`config.mk`:
```
export PLATFORM = sky130hd
export DESIGN_NAME = ram_arbiter
export DESIGN_NICKNAME = d
export VERILOG_FILES = /design/src/rtl/ram_arbiter.sv
export SDC_FILE = /design/constraint.sdc
export NUM_CORES = 1
export LEC_CHECK = 0
export CAP_MARGIN = 30
export CORE_MARGIN = 2
export CORE_UTILIZATION = 25
export CTS_CLUSTER_SIZE = 20
export DETAILED_ROUTE_END_ITERATION = 7
export PLACE_DENSITY = 0.58
export SYNTH_ARGS = -nofsm -noshare
export SYNTH_HDL_FRONTEND = slang
export SYNTH_SLANG_ARGS = --single-unit
export TNS_END_PERCENT = 50
```
`constraint.sdc`:
```
create_clock -name clk_i -period 4 [get_ports clk_i]
set_input_delay 0.8 -clock clk_i [delete_from_list [all_inputs] [get_ports clk_i]]
set_output_delay 0.8 -clock clk_i [all_outputs]
set_load 0.01 [all_outputs]
```
`src/rtl/ram_arbiter.sv`:
```
// Round-robin arbiter/sequencer letting two single-word requesters share one
// synchronous single-port RAM; read data is routed back to the requester that issued it.
module ram_arbiter #(
  parameter int ADDR_W = 4,
  parameter int DATA_W = 8,
  parameter int RD_LAT = 1
) (
  input  logic              clk_i,
  input  logic              rst_ni,
  input  logic              m0_req_i,
  input  logic              m0_we_i,
  input  logic [ADDR_W-1:0] m0_addr_i,
  input  logic [DATA_W-1:0] m0_wdata_i,
  output logic              m0_gnt_o,
  output logic              m0_rvalid_o,
  output logic [DATA_W-1:0] m0_rdata_o,
  input  logic              m1_req_i,
  input  logic              m1_we_i,
  input  logic [ADDR_W-1:0] m1_addr_i,
  input  logic [DATA_W-1:0] m1_wdata_i,
  output logic              m1_gnt_o,
  output logic              m1_rvalid_o,
  output logic [DATA_W-1:0] m1_rdata_o,
  output logic              ram_we_o,
  output logic [ADDR_W-1:0] ram_addr_o,
  output logic [DATA_W-1:0] ram_din_o,
  input  logic [DATA_W-1:0] ram_dout_i
);

  typedef enum logic [1:0] {IDLE, ACCESS, WAIT} state_t;

  localparam logic [1:0] CNT_LAST = 2'(RD_LAT - 1);

  state_t            state_q, state_d;
  logic              rr_last_q, rr_last_d;
  logic              own_q, own_d;
  logic              we_q, we_d;
  logic [ADDR_W-1:0] addr_q, addr_d;
  logic [DATA_W-1:0] wdata_q, wdata_d;
  logic [1:0]        cnt_q, cnt_d;
  logic              m0_rvalid_q, m0_rvalid_d;
  logic              m1_rvalid_q, m1_rvalid_d;
  logic [DATA_W-1:0] m0_rdata_q, m0_rdata_d;
  logic [DATA_W-1:0] m1_rdata_q, m1_rdata_d;
  logic              pick1;

  always_ff @(posedge clk_i) begin
    if (!rst_ni) begin
      state_q     <= IDLE;
      rr_last_q   <= 1'b1;
      own_q       <= 1'b0;
      we_q        <= 1'b0;
      addr_q      <= '0;
      wdata_q     <= '0;
      cnt_q       <= '0;
      m0_rvalid_q <= 1'b0;
      m1_rvalid_q <= 1'b0;
      m0_rdata_q  <= '0;
      m1_rdata_q  <= '0;
    end else begin
      state_q     <= state_d;
      rr_last_q   <= rr_last_d;
      own_q       <= own_d;
      we_q        <= we_d;
      addr_q      <= addr_d;
      wdata_q     <= wdata_d;
      cnt_q       <= cnt_d;
      m0_rvalid_q <= m0_rvalid_d;
      m1_rvalid_q <= m1_rvalid_d;
      m0_rdata_q  <= m0_rdata_d;
      m1_rdata_q  <= m1_rdata_d;
    end
  end

  always_comb begin
    state_d     = state_q;
    rr_last_d   = rr_last_q;
    own_d       = own_q;
    we_d        = we_q;
    addr_d      = addr_q;
    wdata_d     = wdata_q;
    cnt_d       = cnt_q;
    m0_rvalid_d = 1'b0;
    m1_rvalid_d = 1'b0;
    m0_rdata_d  = m0_rdata_q;
    m1_rdata_d  = m1_rdata_q;
    // On a tie the requester that did not win last time takes the grant.
    pick1       = m1_req_i & (~m0_req_i | ~rr_last_q);
    case (state_q)
      IDLE: begin
        if (m0_req_i | m1_req_i) begin
          state_d   = ACCESS;
          own_d     = pick1;
          rr_last_d = pick1;
          we_d      = pick1 ? m1_we_i    : m0_we_i;
          addr_d    = pick1 ? m1_addr_i  : m0_addr_i;
          wdata_d   = pick1 ? m1_wdata_i : m0_wdata_i;
        end
      end
      ACCESS: begin
        cnt_d   = '0;
        state_d = we_q ? IDLE : WAIT;
      end
      WAIT: begin
        if (cnt_q == CNT_LAST) begin
          state_d = IDLE;
          if (own_q) begin
            m1_rvalid_d = 1'b1;
            m1_rdata_d  = ram_dout_i;
          end else begin
            m0_rvalid_d = 1'b1;
            m0_rdata_d  = ram_dout_i;
          end
        end else begin
          cnt_d = cnt_q + 2'd1;
        end
      end
      default: state_d = IDLE;
    endcase
  end

  assign ram_we_o    = (state_q == ACCESS) & we_q;
  assign ram_addr_o  = addr_q;
  assign ram_din_o   = wdata_q;
  assign m0_gnt_o    = (state_q == ACCESS) & ~own_q;
  assign m1_gnt_o    = (state_q == ACCESS) & own_q;
  assign m0_rvalid_o = m0_rvalid_q;
  assign m1_rvalid_o = m1_rvalid_q;
  assign m0_rdata_o  = m0_rdata_q;
  assign m1_rdata_o  = m1_rdata_q;

endmodule

```
==> reports/metrics.cfg <==
[outcome]
outcome=completed

[global_routing]
grt_pass1_wl_microns=6548
use_met3_pct=3.759
top_usage_layer=met2
gr-usage-met2_pct=18.18
grt-ovfl-total=0
grt_use_total_pct=11.51
use_met1_pct=14.36
grt_max_degree=32
antenna_found_initial=0
grt_pass1_vias=1393

[finish]
area_growth_pct=50.82
n_antenna_cell=0
fillers=627
final-instance-count-excl-fill=321
final_nets=282
drive_gt1_share_pct=9.426

[timing]
finalHoldViolations=0
min_period_over_period_pct=61.57
rsz0062_at_grt=false
timing.final.crit_period_ps=2463
fmax_mhz=406.0
finClkSkew_ps=3.832
tightest_slew_ps=853.0
relSlewSlack_pct=43.13
final.setup.worst_slack_ps=1537
fin_setup_tns_ps=0
setup_viol=0
drv_slew=0

[drt]
num_vias=1465
wirelength_microns=3969
drc=0
post_drt_wl_per_cell_microns=12.36
antenna_left=0
drt_pass1_iterations=4
first_iter_violations=45
viasPerCell=4.564

[synthesis]
yosysMostFrequentCell=dfxtp_1
synth.largest_area_cell=dfxtp_1
synth_common_cells=dfxtp_1, nand2_1, o21ai_0
syn_inst=180
yosysWarnings=0
ys_types=33
yosys.area.top_type_share_pct=46.43
ys_seq_area_share_pct=46.43
ys_ff_latch=37
yosys-top-cells-area=dfxtp_1, a311oi_2, nand2_1
ys.flop_type=dfxtp_1
synth_area_per_cell_sq_um=8.863
netlist_area_sq_um=1595
synth_edf_count=0
synthArstFlopShare_pct=0
synth_nets=219

[die]
die_w_microns=83.88
die_area_sq_um=7036
io_pins=71
num_rows=29
initial_core_util_pct=25.41
core-area_sq_um=6277
die_y_microns=83.88

[setup_path]
required_ps=3200
cp_max_fo=15
worstPathArrival_ps=1660
endpoint_kind=output port
startpoint_type=register
worst-setup-path-type=register to output port

[worst_hold_path]
min-delay-path-class=register to register

[power]
leakagePower_nw=0.8491
power.density_nw_per_um2=347.2
ir_drop_uv=121.6

[clocking]
htree_num_levels=2
numCtsBuffers=5
cts_tree=yes
clkTransAtPathRegs_ps=70
clock_latency_ps=280
cts_resized=0
postCtsSetupRepairBufs=0
clock_sinks=37
cts_hold_buf=0
cts_root_buffer=clkbuf_8
clk_path_buf_depth=2

[place]
placedCellCount=313
preCtsSetupSlack_ps=1278
place_hpwl_microns=2754
io_buffers=70
gp_congestion=0.6785

[run]
max_cap_violations=0

-- worst max-delay path: stages (launching register included) --
cell and delay (ps):
dfxtp_1 560, nor3b_1 250, clkdlybuf4s50_1 570
-- through the flow --
stage / area, sq um / total power, mW / hold WS [ps] / util [%]
2_1_floorplan: 1595 / 0.5083 / 470.4 / -
3_3_place_gp: 2323 / 0.5955 / 454.8 / 37.01
3_5_place_dp: 2323 / 0.5962 / 462.3 / 37.01
4_1_cts: 2406 / 0.8514 / 476.8 / 38.33
5_1_grt: 2406 / 0.8858 / 497.5 / 38.33
6_report: 2406 / 0.8353 / 474.9 / 38.33
-- worst paths after layout --
path | from | to | slack [ps] | cells past startpoint
min reg2reg | m0_rdata_o[3] | m0_rdata_o[3] | 470 | 2
min | m0_rdata_o[3] | m0_rdata_o[3] | 470 | 2
max reg2reg | state_q[0] | ram_din_o[7] | 2280 | 3
max | state_q[0] | m0_gnt_o | 1540 | 2
-- logic make-up (layout without fill, tap and decap cells) --
family | after synthesis | count (layout) | synth area share, %
AO/OA/AOI/OAI | 53 | 53 | 24.86
adder cells (fa/ha/maj) | 1 | 1 | 0.7842
buffers and inverters | 18 | 82 | 5.490
flip-flops | 37 | 37 | 46.43
AND/OR/NAND/NOR | 71 | 71 | 22.43
-- final cells by class --
cell class / instances / area [sq um] / share of cell area [%]
multi-input combinational: 125 / 767.0 / 31.88
tap: 77 / 96.34 / 4.004
timing repair buffer: 71 / 708.2 / 29.43
sequential: 37 / 740.7 / 30.79
clock inverter: 2 / 10.01 / 0.4160
inverter: 3 / 11.26 / 0.4680
clock buffer: 6 / 72.57 / 3.016
-- routing by layer --
metal  vias up  part of all wire [%]
met1       647                    48
met2        50                    44
met3         2                   6.5
met5         -                     0
met4         0                   1.1
li1        766                     -
-- sequential cells by signal, indices dropped and copies added, names as in the netlist --
name         flops
ram_addr_o       4
state_q          2
own_q            1
m1_rvalid_o      1
we_q             1
ram_din_o        8
cnt_q            2
m0_rvalid_o      1
rr_last_q        1
m0_rdata_o       8
m1_rdata_o       8
-- cells in the final DEF, fill, tap and decap left out, types with 2 or more instances in the layout --
master,count
and3b_1,2
and3_1,2
dfxtp_1,37
nor2_1,3
o21ai_0,18
a311oi_2,10
clkdlybuf4s50_1,70
nor3_1,2
a21oi_1,16
clkinv_2,2
o21a_1,2
a311oi_1,3
nor3b_1,2
inv_1,3
nand3_1,16
clkbuf_8,5
nand2_1,35
-- power breakdown --
group / leakage [nW] / internal [mW] / switching [mW] / total [mW]
Clock: 0.0450 / 0.121 / 0.128 / 0.249
Sequential: 0.303 / 0.392 / 0.0181 / 0.410
Combinational: 0.502 / 0.0986 / 0.0781 / 0.177
Power figures use the tool's default switching activity.
